## config.mk

```make
export PLATFORM = sky130hd
export DESIGN_NAME = serial_frame_rx
export DESIGN_NICKNAME = d
export VERILOG_FILES = /design/src/rtl/serial_frame_rx.sv
export SDC_FILE = /design/constraint.sdc
export NUM_CORES = 1
export LEC_CHECK = 0
export BUFFER_PORTS_ARGS = -buffer_cell sky130_fd_sc_hd__buf_4
export CAP_MARGIN = 40
export CORE_UTILIZATION = 51
export CTS_BUF_LIST = sky130_fd_sc_hd__clkbuf_8
export DETAILED_ROUTE_END_ITERATION = 12
export GPL_TIMING_DRIVEN = 1
export PLACE_DENSITY = 0.72
export SYNTH_ARGS = -nofsm -noshare
export SYNTH_HDL_FRONTEND = slang
export SYNTH_SLANG_ARGS = --single-unit
```

## constraint.sdc

```tcl
create_clock -name clk -period 1.7 [get_ports clk]
set_input_delay 0.425 -clock clk [delete_from_list [all_inputs] [get_ports clk]]
set_output_delay 0.425 -clock clk [all_outputs]
set_load 0.02 [all_outputs]
```

## src/rtl/serial_frame_rx.sv

```systemverilog
// Serial frame receiver: start bit, WIDTH data bits, optional even parity bit, stop bit.
// Define SERIAL_FRAME_RX_PARITY_EN to expect and check an even-parity bit after the data.
module serial_frame_rx #(
    parameter int unsigned WIDTH      = 4,
    parameter int unsigned BIT_CYCLES = 4
) (
    input  logic             clk,
    input  logic             reset,
    input  logic             SIN,
    input  logic             msb_first,
    input  logic             ack,
    output logic [WIDTH-1:0] O,
    output logic             valid,
    output logic             busy,
    output logic             frame_err,
    output logic             overrun,
    output logic             parity_err
);
    localparam int unsigned   CW        = $clog2(BIT_CYCLES);
    localparam int unsigned   BW        = $clog2(WIDTH + 1);
    localparam logic [CW-1:0] HALF_LOAD = CW'(BIT_CYCLES / 2 - 1);
    localparam logic [CW-1:0] FULL_LOAD = CW'(BIT_CYCLES - 1);
    localparam logic [BW-1:0] LAST_BIT  = BW'(WIDTH - 1);
`ifdef SERIAL_FRAME_RX_PARITY_EN
    localparam bit            PAR_EN    = 1'b1;
`else
    localparam bit            PAR_EN    = 1'b0;
`endif

    typedef enum logic [2:0] {IDLE, START, DATA, PARITY, STOP, BREAK} state_t;

    state_t           state, state_n;
    logic [CW-1:0]    cnt, cnt_n;
    logic [BW-1:0]    bitcnt, bitcnt_n;
    logic [WIDTH-1:0] shreg, shreg_n;
    logic             msb_q, msb_n;
    logic             par_q, par_n;
    logic             done_q, done_n;
    logic             ferr_n, perr_n, ovr_n, valid_n;
    logic [WIDTH-1:0] o_n;
    logic             tick;
    logic             par_bad;

    assign tick    = (cnt == '0);
    assign par_bad = PAR_EN && par_q;

    // Next-state, bit sampling and output-word handoff
    always_comb begin
        state_n  = state;
        cnt_n    = cnt;
        bitcnt_n = bitcnt;
        shreg_n  = shreg;
        msb_n    = msb_q;
        par_n    = par_q;
        done_n   = 1'b0;
        ferr_n   = 1'b0;
        perr_n   = 1'b0;
        ovr_n    = 1'b0;
        o_n      = O;
        valid_n  = valid;

        case (state)
            IDLE: begin
                if (!SIN) begin
                    state_n = START;
                    cnt_n   = HALF_LOAD;
                end
            end
            START: begin
                if (!tick) begin
                    cnt_n = cnt - CW'(1);
                end else if (!SIN) begin
                    state_n  = DATA;
                    cnt_n    = FULL_LOAD;
                    bitcnt_n = '0;
                    msb_n    = msb_first;
                    par_n    = 1'b0;
                end else begin
                    state_n = IDLE;
                end
            end
            DATA: begin
                if (!tick) begin
                    cnt_n = cnt - CW'(1);
                end else begin
                    cnt_n   = FULL_LOAD;
                    par_n   = par_q ^ SIN;
                    shreg_n = msb_q ? {shreg[WIDTH-2:0], SIN} : {SIN, shreg[WIDTH-1:1]};
                    if (bitcnt == LAST_BIT) begin
                        bitcnt_n = '0;
                        state_n  = PAR_EN ? PARITY : STOP;
                    end else begin
                        bitcnt_n = bitcnt + BW'(1);
                    end
                end
            end
            PARITY: begin
                if (!tick) begin
                    cnt_n = cnt - CW'(1);
                end else begin
                    cnt_n   = FULL_LOAD;
                    par_n   = par_q ^ SIN;
                    state_n = STOP;
                end
            end
            STOP: begin
                if (!tick) begin
                    cnt_n = cnt - CW'(1);
                end else if (!SIN) begin
                    ferr_n  = 1'b1;
                    state_n = BREAK;
                end else begin
                    done_n  = !par_bad;
                    perr_n  = par_bad;
                    state_n = IDLE;
                end
            end
            BREAK: begin
                if (SIN) state_n = IDLE;
            end
            default: state_n = IDLE;
        endcase

        // A completed word lands one cycle after the stop sample; ack in that cycle frees the slot
        if (valid && ack) valid_n = 1'b0;
        if (done_q) begin
            if (!valid || ack) begin
                o_n     = shreg;
                valid_n = 1'b1;
            end else begin
                ovr_n = 1'b1;
            end
        end
    end

    always_ff @(posedge clk or posedge reset) begin
        if (reset) begin
            state      <= IDLE;
            cnt        <= '0;
            bitcnt     <= '0;
            shreg      <= '0;
            msb_q      <= 1'b0;
            par_q      <= 1'b0;
            done_q     <= 1'b0;
            O          <= '0;
            valid      <= 1'b0;
            busy       <= 1'b0;
            frame_err  <= 1'b0;
            overrun    <= 1'b0;
            parity_err <= 1'b0;
        end else begin
            state      <= state_n;
            cnt        <= cnt_n;
            bitcnt     <= bitcnt_n;
            shreg      <= shreg_n;
            msb_q      <= msb_n;
            par_q      <= par_n;
            done_q     <= done_n;
            O          <= o_n;
            valid      <= valid_n;
            busy       <= (state_n != IDLE);
            frame_err  <= ferr_n;
            overrun    <= ovr_n;
            parity_err <= perr_n;
        end
    end
endmodule

```

# --- Word level (Yosys, flattened, before mapping) ---
# Index checks and enable logic that the tools add are counted.
totals:
  word_cells: 73
  inputBits: 5
  regBits: 22
  out_inout_bits: 9
op_classes:
  bitwise: 1
  n_mux: 33
  n_reduce_logical: 14
  eq_ne: 12
  n_addsub: 2
ops:
  columns: ["cell", "count"]
  rows:
  - ["$mux W3", 12]
  - ["$pmux W3 S6", 1]
  - ["$mux W2", 6]
  - ["$mux W1", 11]
  - ["$ne A2 B2 Y1 const B", 5]
  - ["$eq A3 B2 Y1 const B", 3]
  - ["$pmux W2 S4", 1]
  - ["$reduce_and A4 Y1", 2]
  - ["$eq A3 B3 Y1 const B", 2]
  - ["$pmux W3 S2", 1]
  - ["$mux W4", 1]
  - ["$reduce_and A2 Y1", 2]
  - ["$reduce_bool A4 Y1", 1]
  - ["$add A3 B1 Y3 const B", 1]
  - ["$eq A3 B1 Y1 const B", 1]
  - ["$logic_not A3 Y1", 1]
  - ["$ne A3 B3 Y1 const B", 1]
  - ["$reduce_and A3 Y1", 1]
  - ["$reduce_bool A3 Y1", 1]
  - ["$logic_not A2 Y1", 1]
  - ["$reduce_bool A2 Y1", 1]
  - ["$reduce_or A2 Y1", 1]
  - ["$sub A2 B1 Y2 const B", 1]
  - ["$logic_and A1 B1 Y1", 1]
  - ["3 further kinds", 3]

# --- Longest topological paths before layout ---
# Gate-level depths: netlist (run 1).
depth:
  ltp_word: 5
  mapped_depth: 7
  depth_no_buf: 6

# --- Worst setup path before layout (run 1) ---
# Ideal clock, no wire load.
synth_timing:
  path_type: "register to register"
  from: "register cnt[0]"
  to: "register bitcnt[0]"
  path_stages_with_launch: 7
  t_arrival_ns: 1.318
  path_buffers: 1
  setup_time_ns: 0.125
  synth_period_minus_slack_ns: 1.443
  path_slack_ns: 0.257
  required_ns: 1.575
  path_cell_list: "dfrtp_1 > inv_1 > ha_1 > buf_2 > inv_1 > a211o_1 > mux2_4"
synth_between:
  elab_chain_cells: 3
  word_cells_on_any_way: 4
  classes_between: "eq/ne (2); reduce/logical (2)"
synth_rtl:
  columns: ["item", "line_no", "rtl"]
  rows:
  - ["from (decl)", "33", "logic [CW-1:0] cnt, cnt_n;"]
  - ["from (signal assigned)", "153", "cnt <= cnt_n;"]
  - ["$logic_not A2 Y1 *", "44", "assign tick = (cnt == '0);"]
  - ["$ne A2 B2 Y1 (no source line)", null, null]
  - ["$reduce_and A4 Y1 (no source line) *", null, null]
  - ["to (signal assigned)", "154", "bitcnt <= bitcnt_n;"]
  - ["to (decl)", "34", "logic [BW-1:0] bitcnt, bitcnt_n;"]
# Mark *: on every way between the ends. The rest lies on a longest branch, timed or not.
# A chain may end at the register's enable or synchronous reset.

# --- Worst setup path after layout (run 1) ---
# Same ends and word-level chain as after synthesis.

==> results of run 1 <==
==> per-layer routing <==
layer,wire (µm),vias up,global-route usage (%)
met4,27,0,10.0
met1,910,335,24.8
met3,64,2,4.53
li1,-,379,-
met2,782,17,27.0
met5,0,-,0
==> synth_stat cells <==
library cell,instances
dfrtp_1,22
nor2_1,11
a21oi_1,8
nand2_1,7
inv_1,6
mux2i_1,6
mux2_2,5
nand2b_1,4
o21ai_0,4
nand3_1,3
nor2b_1,3
o22ai_1,3
buf_2,2
clkbuf_1,2
ha_1,2
nor3_1,2
o21a_1,2
a211o_1,1
a211oi_1,1
a32oi_1,1
buf_1,1
buf_4,1
buf_6,1
conb_1,1
mux2_4,1
nor2_8,1
nor3_2,1
nor4_1,1
xnor2_1,1
==> cell type report <==
cell class | instances | area [µm²] | share of cell area (%)
repair buffers | 17 | 128 | 10.3
well taps | 27 | 33.8 | 2.73
flip-flops and latches | 22 | 551 | 44.5
clock buffers | 3 | 41.3 | 3.34
multi-input cells | 69 | 460 | 37.2
inverters | 6 | 22.5 | 1.82
==> sequential cells by signal, summed over array words and instances, names as in the netlist <==
name,cells
O,4
shreg,4
bitcnt,3
state,3
cnt,2
busy,1
done_q,1
frame_err,1
msb_q,1
overrun,1
valid,1
==> path summary, 6_finish.rpt <==
path,start,slack (ns),endpoint,cells after the start
worst max-delay path,cnt[0]$_DFFE_PP0P_,0.11,bitcnt[0]$_DFFE_PP0P_,5
worst min-delay path,reset,0.20,done_q$_DFF_PP0_,3
worst max register to register,cnt[0]$_DFFE_PP0P_,0.11,bitcnt[0]$_DFFE_PP0P_,5
worst min register to register,done_q$_DFF_PP0_,0.47,valid$_DFF_PP0_,2
max in group asynchronous,reset,1.28,cnt[0]$_DFFE_PP0P_,3
min in group clk,SIN,0.39,frame_err$_DFF_PP0_,2
==> kinds of logic after synthesis <==
kind of cell             count (synthesis)
multiplexers                            12
XOR/XNOR                                 1
AND/OR/NAND/NOR                         33
adder cells (fa/ha/maj)                  2
flip-flops                              22
AO/OA/AOI/OAI                           20
buffers and inverters                   13
other                                    1
==> worst min-delay path: stages <==
cell   delay (ns)
buf_4        0.11
inv_1        0.04
buf_4        0.28
==> report_power, final <==
| group | internal [mW] | switching, mW |
|---|---|---|
| registers | 0.699 | 0.214 |
| clock network | 0.158 | 0.156 |
| logic | 0.413 | 0.397 |
| total | 1.27 | 0.767 |
==> run_results.csv, run 1 <==
group,metric,value,unit
run_status,outcome,"complete, no violations",
cts,clockBufferDepth,2,
cells_and_area,antenna_cells,0,
yosys,syn_inst,104,
cts,cts_repair_resize_count,0,
cells_and_area,drive_gt1_share,23.9,%
cells_and_area,layout.cells.non_filler,144,
yosys,synthXorXnorAreaFrac,0.816,%
global_routing,grt_overflow,0,
yosys,yosysSeqAreaShare,51.3,%
sta,fin_tns_setup,0,ns
cells_and_area,fillers,149,
yosys,synth_cell_type_count,29,
cells_and_area,area_growth,15.2,%
floorplan,pin_count,14,
sta,fin_hold_ws,0.199,ns
floorplan,fp.dieW,47.9,µm
place,pre_cts_ws,0.135,ns
place,io_buffers,12,
cells_and_area,final_area,0.00124,mm²
critical_path,crit_family,"flip-flops",
drt,dr.first_iter.drc_count,12,
floorplan,initial_core_util,54.7,%
yosys,yosysWarnings,0,
sta,fin_skew,0.00303,ns
drt,drcViolationCount,0,
cts,cts.sinks,22,
floorplan,die_area,0.00229,mm²
place,placed_area,0.00119,mm²
sta,final.setup.worst_slack,0.114,ns
yosys,muxShareOfSynthArea,12.2,%
yosys,ys_ff_latch,22,
job,maxCapViolCount,0,
drt,wirelength,1.78,mm
global_routing,grt_first_pass_wirelength,2.77,mm
critical_path,cp_data_required_time,1.85,ns
cts,cts_tree,"yes",
sta,slew_violations,0,
yosys,yosysTopAreaCell,"dfrtp_1",
drt,wl_per_cell,12.4,µm
sta,worst_pin_slew,0.513,ns
cts,cts_buffers,3,
yosys,synth.area.top_cells,"dfrtp_1, mux2i_1, mux2_2",
critical_path,critPathMaxFanout,9,
yosys,synth_top_area_share,51.3,%
critical_path,crit_path_start_kind,"flop",
global_routing,antenna_found_initial,0,
yosys,synth_fp_nets,111,
cts,clock_latency,0.26,ns
place,dpl.cell_count,141,
global_routing,gr-usage-all-layers,18.4,%
place,dp.final_hpwl,1.32,mm
sta,slew_headroom,65.8,%
yosys,syn_avg_cell_area,10.3,µm²
drt,drtPass1Iterations,4,
yosys,synth-adder-area-share,2.33,%
drt,viasPerCell,5.09,
yosys,syn_area,0.00107,mm²
pwr,vdd_drop_max,0.973,mV
pwr,power,2.04,mW
global_routing,grt_pass1_vias,649,
yosys,synth_compound_area_share,11.1,%
yosys,synth-simple-area-share,16.1,%
cells_and_area,final_common_cell,"dfrtp_1",
cells_and_area,mostFrequentLayoutCells,"dfrtp_1, buf_4, nor2_1",
cts,cts_setup_buffers,0,
critical_path,cp_slowest_cell,"dfrtp_1",
sta,max_freq,0.631,GHz
cells_and_area,final_net_count,126,
critical_path,end_kind,"flop",
floorplan,die_h,47.9,µm
yosys,synth_top_family_by_area,"simple AND/OR/NAND/NOR gates",
sta,grt_setup_unrepaired,"no",
cells_and_area,fin_util,63.0,%
drt,dr_total_vias,733,
pwr,p_per_area,1650,mW/mm²
cts,htreeDepth,1,
sta,post-route-period-util,93.3,%
sta,finalSetupViolCount,0,
critical_path,cp_common_cell,"inv_1",
cts,root_buffer,"clkbuf_8",
cts,clkTransAtPathRegs,0.07,ns
pwr,leakagePower,0.590,nW
cts,postCtsHoldBufs,0,
critical_path,worstPathBufferInverterCount,2,
sta,hold_violations,0,
critical_path,critical_path_class,"reg -> reg",
critical_path,cp_cell_sequence,"inv_1, ha_1, inv_1, a211o_1, mux2_4",
global_routing,grt_max_degree,23,
floorplan,core,0.00196,mm²
worst_hold_path,min_path_type,"in -> async",
critical_path,critPathMaxStageDelay,0.39,ns
drt,ant_nets,0,
sta,period_needed,1.59,ns
floorplan,num_rows,16,
place,gp_congestion,0.835,
critical_path,cp_data_arrival_time,1.73,ns
Note: power is estimated with default switching activity, not from simulation.
==> inputs of run 2 (changes only) <==
CORE_UTILIZATION = 55   (was 51)
PLACE_DENSITY = 0.76   (was 0.72)
==> run 2 against run 1 <==
Net effect: core utilization increased by 7.9 points; count of clock-buffer cells in the layout unchanged; hold slack got worse by 0.013 ns; register-to-register slack improved by 0.06 ns; critical path type unchanged; critical endpoint unchanged; die area fell by 7.0%; sequential share of layout area is 0.97 points lower; largest power group unchanged; first-iteration DRC count down 25%; worst setup slack better by 0.057 ns.
==> run_results.csv, run 2 (same netlist as run 1, synthesis figures left out) <==
group,metric,value,unit
run_status,outcome,"complete, no violations",
critical_path,r2r_cells,4,
sta,fin_tns_setup,0,ns
sta,max_freq,0.654,GHz
cts,cts_setup_buffers,0,
pwr,vdd_drop_max,0.959,mV
pwr,p_seq_share,42.0,%
cells_and_area,final_common_cell,"dfrtp_1",
cts,clkTransAtPathRegs,0.08,ns
critical_path,crit_path_start_kind,"flop",
cts,cts.sinks,22,
floorplan,num_rows,15,
floorplan,die_area,0.00213,mm²
global_routing,grt_overflow,0,
floorplan,core,0.00178,mm²
drt,drtPass1Iterations,4,
cts,cts_buffers,3,
worst_hold_path,min_path_type,"in -> async",
pwr,p_per_area,1730,mW/mm²
sta,worst_pin_slew,0.513,ns
cts,clockBufferDepth,2,
global_routing,grt_first_pass_wirelength,2.73,mm
sta,slew_violations,0,
pwr,combPwrFrac,36.1,%
floorplan,initial_core_util,60.2,%
drt,dr.first_iter.drc_count,9,
sta,fin_hold_ws,0.185,ns
cts,cts_tree,"yes",
cells_and_area,reg_top3,"O: 4 flops, shreg: 4 flops",
cells_and_area,final_net_count,126,
global_routing,grt_pass1_vias,630,
sta,fin_skew,0.00396,ns
critical_path,rr_endpoint,"bitcnt[0]$_DFFE_PP0P_",
pwr,p_sw_share,35.1,%
critical_path,rrSetupSlack,0.17,ns
cells_and_area,layout.cells.non_filler,143,
sta,slew_headroom,65.8,%
place,placed_area,0.00119,mm²
global_routing,antenna_found_initial,0,
cells_and_area,area_growth,17.7,%
global_routing,grt_max_degree,23,
floorplan,fp.dieW,46.2,µm
global_routing,gr-usage-all-layers,18.6,%
cells_and_area,final_area,0.00126,mm²
critical_path,cp_data_required_time,1.85,ns
cells_and_area,mostFrequentLayoutCells,"dfrtp_1, buf_4, nor2_1",
sta,grt_setup_unrepaired,"no",
critical_path,timing.rr.start,"state[1]$_DFF_PP0_",
floorplan,die_h,46.2,µm
drt,wl_per_cell,11.9,µm
cts,postCtsHoldBufs,0,
sta,period_needed,1.53,ns
place,dpl.cell_count,139,
critical_path,critPathMaxFanout,11,
cts,cts_repair_resize_count,0,
sta,hold_violations,0,
drt,wirelength,1.71,mm
place,io_buffers,12,
pwr,power_frac_clock,21.9,%
pwr,p_int,1.42,mW
job,maxCapViolCount,0,
cts,htreeDepth,1,
cts,root_buffer,"clkbuf_8",
sta,post-route-period-util,89.9,%
place,dp.final_hpwl,1.18,mm
drt,drcViolationCount,0,
drt,dr_total_vias,763,
critical_path,critical_path_class,"reg -> reg",
pwr,leakagePower,0.604,nW
cells_and_area,drive_gt1_share,24.6,%
sta,finalSetupViolCount,0,
critical_path,cp_data_arrival_time,1.68,ns
cts,clock_latency,0.26,ns
drt,viasPerCell,5.34,
cells_and_area,antenna_cells,0,
drt,ant_nets,0,
floorplan,pin_count,14,
cells_and_area,fin_util,70.9,%
pwr,switching_power,0.770,mW
place,gp_congestion,0.747,
critical_path,end_kind,"flop",
## run 2: power by group through the flow
stage / clock, mW / combinational [mW] / sequential, mW
CTS: 0.491 / 0.797 / 0.920
global route: 0.513 / 0.880 / 0.955
floorplan: 0 / 0.646 / 0.857
finish: 0.481 / 0.791 / 0.920
detailed placement: 0 / 0.786 / 0.925
global placement: 0 / 0.772 / 0.915
## run 2: how the worst max path moves through the flow
stage                                  start               endpoint  slack, ns
after CTS                 state[1]$_DFF_PP0_  bitcnt[0]$_DFFE_PP0P_       0.17
after floorplan           cnt[0]$_DFFE_PP0P_  bitcnt[0]$_DFFE_PP0P_       0.26
after detailed placement                 SIN  bitcnt[0]$_DFFE_PP0P_       0.16
after global placement                   SIN  bitcnt[0]$_DFFE_PP0P_       0.19
after global routing      state[1]$_DFF_PP0_     cnt[1]$_DFFE_PP0P_       0.09
final                     state[1]$_DFF_PP0_  bitcnt[0]$_DFFE_PP0P_       0.17
## run 2: critical path, stage by stage, from the launching register on
cell and delay, ns:
dfrtp_1 0.53, nor2_8 0.18, nand2_1 0.07, a211o_1 0.34
mux2_4 0.30
## run 2: through the flow
step / total power, mW / worst slack [ns]
3_5_place_dp: 1.71 / 0.163
5_1_grt: 2.35 / 0.0922
4_1_cts: 2.21 / 0.172
3_3_place_gp: 1.69 / 0.186
6_report: 2.19 / 0.172
2_1_floorplan: 1.50 / 0.257
## run 2: per-layer routing
metal  vias to the layer above  wire, µm  global-route usage (%)
met5                         -         0                       0
met2                        22       786                    28.5
met1                       360       815                    25.4
li1                        379         -                       -
met3                         2        74                    3.53
met4                         0        29                    8.82
## run 2: final cells by class
type,count,area [µm²]
flip-flops and latches,22,551
fillers,124,519
multi-input cells,69,460
repair buffers,17,128
clock buffers,3,41.3
well taps,25,31.3
clock inverters,1,30.0
inverters,6,22.5
